`config.mk`:
```
export PLATFORM = sky130hd
export DESIGN_NAME = dac_distance_controller
export DESIGN_NICKNAME = d
export VERILOG_FILES = /design/src/rtl/dac_distance_controller.sv
export SDC_FILE = /design/constraint.sdc
export NUM_CORES = 1
export LEC_CHECK = 0
export ABC_CLOCK_PERIOD_IN_PS = 7030
export CORE_ASPECT_RATIO = 1.75
export CORE_MARGIN = 2
export CORE_UTILIZATION = 59
export DETAILED_ROUTE_END_ITERATION = 8
export PLACE_DENSITY = 0.88
export SYNTH_ARGS = -nofsm -noshare
export SYNTH_HDL_FRONTEND = slang
export SYNTH_SLANG_ARGS = --single-unit
```
`constraint.sdc`:
```
create_clock -name clk_in -period 7.03 [get_ports clk_in]
set_input_delay 0.703 -clock clk_in [delete_from_list [all_inputs] [get_ports clk_in]]
set_output_delay 0.703 -clock clk_in [all_outputs]
set_load 0.02 [all_outputs]
```
`src/rtl/dac_distance_controller.sv`:
```
// -----------------------------------------------------------------------------
// dac_distance_controller
//
// Automatic bit-window controller for the TX DAC truncation stage. It measures
// the per-window peak of significant bits in the signed sample stream. From that
// peak it drives the truncator's 8-bit distance select. Rises are applied at
// once. Falls are applied one step at a time, and only after HOLD_WINDOWS
// consecutive low windows.
//
// Optional feature macro: DAC_CLIP_COUNTER_EN
//   When defined, this adds a saturating 16-bit clip counter with a
//   synchronous clear.
//
// Ports
//   clk_in           in   1   sample clock
//   rst_in           in   1   asynchronous, active-high reset
//   data_valid_in    in   1   qualifies DATA_IN
//   DATA_IN          in   IN_WIDTH  signed two's-complement sample
//   auto_en          in   1   1 = automatic control, 0 = manual
//   manual_distance  in   8   distance used while auto_en = 0
//   clip_count_clr   in   1   (DAC_CLIP_COUNTER_EN only) zero clip_count
//   clip_count       out  16  (DAC_CLIP_COUNTER_EN only) saturating clip count
//   distance_out     out  8   select driven to the truncator
//   update_strobe    out  1   one-cycle pulse whenever distance_out changes
//   clip_flag        out  1   one-cycle pulse per clipped sample
//   peak_bits_out    out  6   significant-bit peak of the last applied window
//
// Latency: clip_flag appears 2 cycles after its sample. distance_out,
// update_strobe and peak_bits_out appear 4 cycles after the window-closing
// sample (S1, S2, eval, apply).
// -----------------------------------------------------------------------------
module dac_distance_controller #(
    parameter int IN_WIDTH     = 32,
    parameter int OUT_WIDTH    = 14,
    parameter int WINDOW_LOG2  = 10,
    parameter int HOLD_WINDOWS = 4,
    parameter int HEADROOM     = 1,
    parameter int MIN_DISTANCE = 14,
    parameter int MAX_DISTANCE = 32
) (
    input  logic                clk_in,
    input  logic                rst_in,
    input  logic                data_valid_in,
    input  logic [IN_WIDTH-1:0] DATA_IN,
    input  logic                auto_en,
    input  logic [7:0]          manual_distance,
`ifdef DAC_CLIP_COUNTER_EN
    input  logic                clip_count_clr,
    output logic [15:0]         clip_count,
`endif
    output logic [7:0]          distance_out,
    output logic                update_strobe,
    output logic                clip_flag,
    output logic [5:0]          peak_bits_out
);

    // A select below the slice width would address bits under the sample LSB.
    // For that reason the lower clamp never drops below OUT_WIDTH.
    localparam int DIST_LO = (MIN_DISTANCE > OUT_WIDTH) ? MIN_DISTANCE : OUT_WIDTH;

    // The hold counter only needs to count up to HOLD_WINDOWS-1.
    // Reaching that value and seeing one more low window triggers the decay step.
    localparam int HOLD_W = (HOLD_WINDOWS > 1) ? $clog2(HOLD_WINDOWS) : 1;
    localparam logic [HOLD_W-1:0] HOLD_LAST = HOLD_W'(HOLD_WINDOWS - 1);
    localparam logic [HOLD_W-1:0] HOLD_ONE  = HOLD_W'(1);
    localparam logic [HOLD_W-1:0] HOLD_ZERO = HOLD_W'(0);

    localparam logic [WINDOW_LOG2-1:0] CNT_LAST = {WINDOW_LOG2{1'b1}};
    localparam logic [WINDOW_LOG2-1:0] CNT_ONE  = WINDOW_LOG2'(1);
    localparam logic [WINDOW_LOG2-1:0] CNT_ZERO = WINDOW_LOG2'(0);

    // EVAL and APPLY each last one cycle. They overlap accumulation of the next
    // window, so a window must hold at least 4 samples for closes not to collide.
    typedef enum logic [1:0] {
        ST_IDLE  = 2'd0,
        ST_ACCUM = 2'd1,
        ST_EVAL  = 2'd2,
        ST_APPLY = 2'd3
    } state_e;

    // Significant bits of a signed value: the position of the top set bit of x,
    // or of ~x for negatives, plus one. x then fits signed in that many bits + 1.
    function automatic logic [5:0] sig_bits(input logic [IN_WIDTH-1:0] x);
        logic [IN_WIDTH-1:0] mag;
        logic [5:0]          n;
        mag = x[IN_WIDTH-1] ? ~x : x;
        n   = 6'd0;
        for (int i = 0; i < IN_WIDTH; i++) begin
            if (mag[i]) begin
                n = 6'(i + 1);
            end
        end
        return n;
    endfunction

    // Limit a candidate distance to the legal select range.
    function automatic logic [7:0] clamp_dist(input logic [8:0] v);
        logic [7:0] r;
        if (v < 9'(DIST_LO)) begin
            r = 8'(DIST_LO);
        end else if (v > 9'(MAX_DISTANCE)) begin
            r = 8'(MAX_DISTANCE);
        end else begin
            r = v[7:0];
        end
        return r;
    endfunction

    // Pipeline stage 1
    logic [5:0]             nb_d;
    logic [5:0]             nb_q;
    logic                   v1_q;

    // Window accumulator (stage 2)
    logic [WINDOW_LOG2-1:0] win_cnt_q;
    logic [5:0]             win_max_q;
    logic [5:0]             win_max_d;
    logic [5:0]             eval_peak_q;
    logic                   win_close_s;
    logic                   accum_en_s;

    // Control
    state_e                 state_q;
    logic [7:0]             target_d;
    logic [7:0]             target_q;
    logic [7:0]             manual_d;
    logic [HOLD_W-1:0]      hold_q;
    logic [7:0]             distance_q;
    logic                   update_strobe_q;
    logic [5:0]             peak_bits_q;
    logic                   clip_flag_q;

    // Significant-bit count of the incoming sample.
    always_comb begin
        nb_d = sig_bits(DATA_IN);
    end

    // Window bookkeeping: the running max including the S2 sample, and close detection.
    always_comb begin
        win_max_d   = (nb_q > win_max_q) ? nb_q : win_max_q;
        win_close_s = v1_q && (win_cnt_q == CNT_LAST);
        accum_en_s  = auto_en && (state_q != ST_IDLE);
    end

    // Target for the closed window and the clamped manual request.
    always_comb begin
        target_d = clamp_dist({3'b000, eval_peak_q} + 9'(1 + HEADROOM));
        manual_d = clamp_dist({1'b0, manual_distance});
    end

    // Stage 1: register the significant-bit count and its valid.
    always_ff @(posedge clk_in or posedge rst_in) begin
        if (rst_in) begin
            nb_q <= 6'd0;
            v1_q <= 1'b0;
        end else begin
            nb_q <= nb_d;
            v1_q <= data_valid_in;
        end
    end

    // Stage 2: window max and sample counter.
    // On close, the max is handed to eval and the accumulator restarts.
    always_ff @(posedge clk_in or posedge rst_in) begin
        if (rst_in) begin
            win_cnt_q   <= CNT_ZERO;
            win_max_q   <= 6'd0;
            eval_peak_q <= 6'd0;
        end else if (!accum_en_s) begin
            // Manual mode, or the first cycle after enabling: the window starts empty.
            win_cnt_q <= CNT_ZERO;
            win_max_q <= 6'd0;
        end else if (v1_q) begin
            if (win_close_s) begin
                eval_peak_q <= win_max_d;
                win_cnt_q   <= CNT_ZERO;
                win_max_q   <= 6'd0;
            end else begin
                win_max_q <= win_max_d;
                win_cnt_q <= win_cnt_q + CNT_ONE;
            end
        end
    end

    // Stage 2: clip detection against the distance currently in force.
    always_ff @(posedge clk_in or posedge rst_in) begin
        if (rst_in) begin
            clip_flag_q <= 1'b0;
        end else begin
            clip_flag_q <= v1_q && ({2'b00, nb_q} >= distance_q);
        end
    end

    // Control FSM. It handles manual tracking, eval of a closed window, and the
    // attack/hold/decay apply step.
    always_ff @(posedge clk_in or posedge rst_in) begin
        if (rst_in) begin
            state_q         <= ST_IDLE;
            target_q        <= 8'd0;
            hold_q          <= HOLD_ZERO;
            distance_q      <= 8'(MAX_DISTANCE);
            update_strobe_q <= 1'b0;
            peak_bits_q     <= 6'd0;
        end else begin
            update_strobe_q <= 1'b0;
            if (!auto_en) begin
                // Dropping auto_en discards any window or update still in flight.
                state_q         <= ST_IDLE;
                hold_q          <= HOLD_ZERO;
                distance_q      <= manual_d;
                update_strobe_q <= (manual_d != distance_q);
            end else begin
                case (state_q)
                    ST_IDLE: begin
                        // The fresh window starts next cycle.
                        // distance_out keeps its last manual value.
                        state_q <= ST_ACCUM;
                    end
                    ST_ACCUM: begin
                        if (win_close_s) begin
                            state_q <= ST_EVAL;
                        end else begin
                            state_q <= ST_ACCUM;
                        end
                    end
                    ST_EVAL: begin
                        target_q <= target_d;
                        state_q  <= ST_APPLY;
                    end
                    ST_APPLY: begin
                        state_q     <= ST_ACCUM;
                        peak_bits_q <= eval_peak_q;
                        if (target_q > distance_q) begin
                            // Fast attack.
                            distance_q      <= target_q;
                            update_strobe_q <= 1'b1;
                            hold_q          <= HOLD_ZERO;
                        end else if (target_q < distance_q) begin
                            // Slow decay. Target is never below the clamp floor,
                            // so a single-step decrement cannot leave the legal range.
                            if (hold_q == HOLD_LAST) begin
                                distance_q      <= distance_q - 8'd1;
                                update_strobe_q <= 1'b1;
                                hold_q          <= HOLD_ZERO;
                            end else begin
                                hold_q <= hold_q + HOLD_ONE;
                            end
                        end else begin
                            hold_q <= HOLD_ZERO;
                        end
                    end
                    default: begin
                        state_q <= ST_IDLE;
                    end
                endcase
            end
        end
    end

`ifdef DAC_CLIP_COUNTER_EN
    logic [15:0] clip_count_q;

    // Saturating clip-pulse counter. A clear wins over a simultaneous clip.
    always_ff @(posedge clk_in or posedge rst_in) begin
        if (rst_in) begin
            clip_count_q <= 16'd0;
        end else if (clip_count_clr) begin
            clip_count_q <= 16'd0;
        end else if (clip_flag_q && (clip_count_q != 16'hFFFF)) begin
            clip_count_q <= clip_count_q + 16'd1;
        end
    end

    assign clip_count = clip_count_q;
`endif

    assign distance_out  = distance_q;
    assign update_strobe = update_strobe_q;
    assign clip_flag     = clip_flag_q;
    assign peak_bits_out = peak_bits_q;

endmodule
```
==> results of run 1 <==
[registers in the layout, indices dropped and copies added, names as in the netlist]
signal and count:
nb_q 5, update_strobe 1, peak_bits_out 6, target_q 7
win_max_q 6, distance_out 8, state_q 2, clip_flag 1
win_cnt_q 10, hold_q 2, eval_peak_q 6, v1_q 1
[Yosys cell counts (all sizes together), types with 5 or more instances]
master	number	share of area, %
a21oi	31	4.2
nand2b	8	1.3
mux2i	6	1.6
mux2	8	2.4
nand4	6	0.99
clkbuf	13	1.3
or3	7	1.2
nor4	5	0.83
nor2b	10	1.7
o21a	6	1.4
o21ai	39	5.2
nor3	18	2.4
and3	11	1.8
a31oi	10	1.7
nor2	52	5.2
dfrtp	54	36
inv	23	2.3
xor2	9	2.1
xnor2	11	2.5
nand3	15	2.0
nand2	51	5.1
ha	22	7.3
[worst max-delay path: stages (launching register included)]
cell and delay, ps:
dfrtp_1 450, inv_1 130, ha_1 310, nor2b_1 130, o21a_1 120, o21a_1 110, o21a_1 120, o21a_1 130
o21ai_2 70, a211oi_2 770, a21oi_2 110, o21a_4 260, a221o_1 340
[layer usage]
| metal | global-route usage (%) | vias up |
|---|---|---|
| li1 | - | 1746 |
| met1 | 24.9 | 1659 |
| met2 | 50.8 | 119 |
| met3 | 3.55 | 40 |
| met4 | 20.8 | 0 |
| met5 | 0 | - |
[power groups by stage]
stage	clock network (mW)	registers, mW	logic [mW]
floorplan	0	0.337	0.0783
global placement	0	0.336	0.132
detailed placement	0	0.337	0.136
CTS	0.176	0.330	0.136
global route	0.187	0.332	0.152
finish	0.170	0.330	0.136
[cells by family (layout without fill, tap and decap cells)]
family / after synthesis / count (layout) / synth area share (%)
flops: 55 / 55 / 36.3
fa+ha+maj: 22 / 22 / 7.26
compound gates: 120 / 120 / 20.1
buf+inv: 40 / 92 / 4.03
xor+xnor: 20 / 20 / 4.62
mux: 14 / 14 / 3.96
simple gates: 191 / 191 / 23.7
[worst paths after layout]
path	from	to	slack, ps	depth (start not counted)
max in group asynchronous	rst_in	peak_bits_out[3]$_DFFE_PP0P_	5690	3
worst min register to register	peak_bits_out[2]$_DFFE_PP0P_	peak_bits_out[2]$_DFFE_PP0P_	510	1
worst min-delay path	peak_bits_out[2]$_DFFE_PP0P_	peak_bits_out[2]$_DFFE_PP0P_	510	1
worst max register to register	distance_out[1]$_DFFE_PP0P_	distance_out[1]$_DFFE_PP0P_	3860	12
worst max-delay path	distance_out[1]$_DFFE_PP0P_	distance_out[1]$_DFFE_PP0P_	3860	12
min in group asynchronous	rst_in	update_strobe$_DFF_PP0_	860	3
[metrics by stage]
step	util (%)	power [mW]	hold WS, ps
5_1_grt	72.5	0.671	536
3_5_place_dp	71.1	0.472	497
3_3_place_gp	71.1	0.468	466
2_1_floorplan	-	0.415	471
4_1_cts	72.5	0.643	518
6_report	72.5	0.637	514
[cell type report]
class,count,share of cell area (%)
Inverter,23,1.91
Clock inverter,2,0.277
Timing Repair Buffer,61,13.4
Clock buffer,6,1.61
Multi-Input combinational cell,367,50.1
Sequential cell,55,30.5
Tap cell,80,2.22
==> results.toml, run 1 <==
[clocking]
numCtsBuffers = 5
cts_sinks = 55
cts_resized = 0
ctsHoldBuffers = 0
clk_path_buf_depth = 2
cts_tree = "built"
htree_levels = 2
clock_latency_ps = 320
postCtsSetupBuffers = 0
cts_root_buffer = "clkbuf_8"
clk_pin_slew_worst_paths_ps = 100

[final_layout]
diodes = 0
final_cell_mix = "clkdlybuf4s50_1 (59), dfrtp_1 (54), nor2_1 (52), nand2_1 (51), o21ai_0 (37)"
drive_gt1_share_pct = 5.06
n_fill_cell = 465
stdcell_area_sq_um = 4510
synthToLayoutAreaGrowth_pct = 19.1
fin_nets = 579
multi_input_area_sq_um = 2260
register_area_sq_um = 1380
instances_no_fill = 594
final_common_cell = "clkdlybuf4s50_1"

[worst_setup_path]
critPathArrivalTime_ps = 3380
path_max_fanout = 15
cp-start-kind = "register"
setup.worst_path.class = "reg2reg"
crit_path_end_kind = "register"
cp.required_ps = 7240

[hold_path]
hp-class = "reg2reg"

[route]
drc = 0
met1_length_mm = 3.14
wl_per_cell_um = 14.8
highest_layer = "met4"
viasPerCell = 6.00
wl_met2_mm = 4.75
ant_nets = 0
wl_met3_um = 319
drtIter0Drc = 228
vias = 3564
drt-total-wl_mm = 8.81
first_pass_iters = 4

[grt]
grt_pass1_vias = 3515
grt.overflow.total = 0
antenna_found_initial = 0
grt_max_degree = 56
grt_pass1_wl_mm = 14.7
track_usage_pct = 26.6

[timing]
grt_setup_unrepaired = "no"
layout_worst_path_cycle_share_pct = 45.0
setup-violations-final = 0
maxSlewHeadroom_pct = 40.0
fmax_mhz = 316
hold_viol = 0
worst_slew_pin_slew_ps = 898
clock_skew_ps = 11.2
fin_ws_ps = 3860
fin_setup_tns_ps = 0
drv_slew = 0
min_period_ps = 3170

[power_and_ir_drop]
seqPwrFrac_pct = 51.9
internal_power_mw = 0.456
p_sw_share_pct = 28.5
powerDensity_nw_per_um2 = 141
p_comb_share_pct = 21.4
switchingPower_mw = 0.182
clkPwrFrac_pct = 26.7
peakVddDrop_uv = 106
p_leak_nw = 1.89

[place]
dp_slack_ps = 3900
routabilityCongestion = 0.894
post_dp_cell_area_sq_um = 4430
hpwl_mm = 6.96
dp.cells = 586
portBuffers = 59

[synth]
synth_warnings = 0
synth_flop_cell = "dfrtp_1"
syn_avg_cell_area_sq_um = 8.20
synth_fp_nets = 528
synth.distinct_cells = 49
synth_edf_count = 0
async_flop_share_pct = 100
synth.yosys.seq_area_share_pct = 36.3
syn_inst = 462
ys_ff_latch = 55
synth_area_sq_um = 3790

[floorplanning]
ioPinCount = 60
start_util_pct = 60.8
fp.dieArea_sq_um = 7110
dieHeight_um = 110
core_sq_um = 6230
num_rows = 38
dieWidth_um = 64.6

[run_status]
status = "complete, no violations"

[job]
maxCapViolations = 0
Power figures use the tool's default switching activity.
==> run 2, diff against run 1 <==
ABC_CLOCK_PERIOD_IN_PS = 2700   (was 7030)
CORE_UTILIZATION = 49   (was 59)
PLACE_DENSITY = 0.78   (was 0.88)
clock period = 2.7 ns   (was 7.03 ns; I/O delays follow)
==> run 2 against run 1 <==
Against the previous run: clock power rose to 4.8 times the previous value; combinational power increased to 2.9 times the previous value; sequential share of layout area shrank 1.7 points; via count up 2.5%; routed wire length up 7.5%; largest power group unchanged.
==> results.toml, run 2 (synthesis results as in run 1) <==
[timing]
worst_slew_pin_slew_ps = 640
fin_setup_tns_ps = 0
clock_skew_ps = 4.64
fmax_mhz = 385
drv_slew = 0
min_period_ps = 2600
maxSlewHeadroom_pct = 57.3
grt_setup_unrepaired = "no"
setup-violations-final = 0
layout_worst_path_cycle_share_pct = 96.1
hold_viol = 0

[route]
wl_per_cell_um = 15.3
viasPerCell = 5.89
drtIter0Drc = 191
drt-total-wl_mm = 9.47
ant_nets = 0
drc = 0
first_pass_iters = 4
vias = 3652

[worst_setup_path]
path_cells = "inv_2 -> ha_1 -> nor2b_1 -> o21a_1 -> o21a_1 -> o21a_1 -> o21a_1 -> o21ai_2 -> a21o_4 -> a21oi_2 -> o21a_4 -> a221o_1"
path_max_fanout = 5
crit_end = "distance_out[0]$_DFFE_PP0P_"
critPathLaunch = "distance_out[1]$_DFFE_PP0P_"
cp_common_cell = "o21a_1"
cp_top_family = "compound AO/OA/AOI/OAI gates"
cp_slowest_stage_delay_ps = 370
setup.worst_path.class = "reg2reg"
cp-start-kind = "register"
reg2reg_to = "distance_out[0]$_DFFE_PP0P_"
r2r_start = "distance_out[1]$_DFFE_PP0P_"
r2r_cells = 12
r2r_setup_slack_ps = 100
cp.depth = 12
cp.required_ps = 2880
crit_path_end_kind = "register"
crit_buf_inv = 1
critPathArrivalTime_ps = 2780
crit_slowest_cell = "dfrtp_2"

[final_layout]
fin_nets = 597
final_core_util_pct = 63.8
instances_no_fill = 620
drive_gt1_share_pct = 9.02
largest_reg_flops = 10
top_register = "win_cnt_q"
final_common_cell = "clkdlybuf4s50_1"
synthToLayoutAreaGrowth_pct = 26.4
final_cell_mix = "clkdlybuf4s50_1 (59), dfrtp_1 (53), nor2_1 (52), nand2_1 (51), o21ai_0 (37)"
diodes = 0
stdcell_area_sq_um = 4790

[clocking]
cts_tree = "built"
numCtsBuffers = 5
clock_latency_ps = 300
ctsHoldBuffers = 0
clk_path_buf_depth = 2
clk_pin_slew_worst_paths_ps = 70
cts_sinks = 55
cts_root_buffer = "clkbuf_16"
htree_levels = 2

[floorplanning]
ioPinCount = 60
dieWidth_um = 70.5
num_rows = 42
fp.dieArea_sq_um = 8480
core_sq_um = 7510
start_util_pct = 50.4
dieHeight_um = 120

[power_and_ir_drop]
peakVddDrop_uv = 355
power_mw = 2.07
powerDensity_nw_per_um2 = 431
p_leak_nw = 2.03

[grt]
grt_pass1_wl_mm = 15.6
grt_max_degree = 29
grt_pass1_vias = 3596
antenna_found_initial = 0
track_usage_pct = 23.2
grt.overflow.total = 0

[place]
post_dp_cell_area_sq_um = 4570
hpwl_mm = 7.50
portBuffers = 59
dp.cells = 609
routabilityCongestion = 0.935

[run_status]
status = "complete, no violations"

[hold_path]
hp-class = "in2async"

[job]
maxCapViolations = 0
==> run 2: changes by cell type in the layout (fill, tap and decap cells not counted) <==
cell       before  now
buf_4           2   18
inv_2           1    2
dfrtp_1        54   53
nor4_1          5    4
clkbuf_8        5    0
clkinv_2        1    0
clkbuf_16       0    5
bufinv_16       0    2
dfrtp_2         0    1
inv_1          22   21
clkbuf_1        1    0
nor4_2          0    1
buf_12          0    1
buf_6           0    1
==> run 2: cell type report <==
cell class                      instances  area, sq um
Sequential cell                        55         1380
Tap cell                               88          110
Fill cell                             632         2720
Clock inverter                          3         67.6
Inverter                               23         86.3
Multi-Input combinational cell        367         2270
Timing Repair Buffer                   79          757
Clock buffer                            5          125
==> run 2: metrics by stage <==
step	hold slack [ps]	setup slack [ps]
2_1_floorplan	301	61.0
3_3_place_gp	470	149
3_5_place_dp	477	118
4_1_cts	401	91.2
5_1_grt	422	5.68
6_report	383	104
==> run 2: worst min-delay path by stage <==
stage | start | end | slack (ps)
final | rst_in | hold_q[0]$_DFFE_PP0P_ | 380
after global routing | data_valid_in | v1_q$_DFF_PP0_ | 420
after CTS | data_valid_in | v1_q$_DFF_PP0_ | 400
after detailed placement | peak_bits_out[1]$_DFFE_PP0P_ | peak_bits_out[1]$_DFFE_PP0P_ | 480
after global placement | peak_bits_out[1]$_DFFE_PP0P_ | peak_bits_out[1]$_DFFE_PP0P_ | 470
after floorplan | data_valid_in | v1_q$_DFF_PP0_ | 300
==> run 2: per-layer routing <==
layer  track usage (%)  vias to the layer above  share of wire (%)  wire length (um)
li1                  -                     1788                  -                 -
met1              21.5                     1710                 34              3240
met2              44.7                      115                 56              5260
met3              3.25                       39                3.9               368
met4              16.1                        0                6.3               595
met5                 0                        -                  0                 0
==> run 2: timing repair <==
item,CTS,global route
setup endpoints to repair,0,3
resized for setup,0,3
setup buffers,0,3
endpoints found under the hold margin,0,0
==> run 2: where the power goes <==
group | switching (mW) | total, mW | internal (mW)
sequential | 0.0166 | 0.858 | 0.841
clock | 0.288 | 0.819 | 0.531
combinational | 0.202 | 0.389 | 0.187
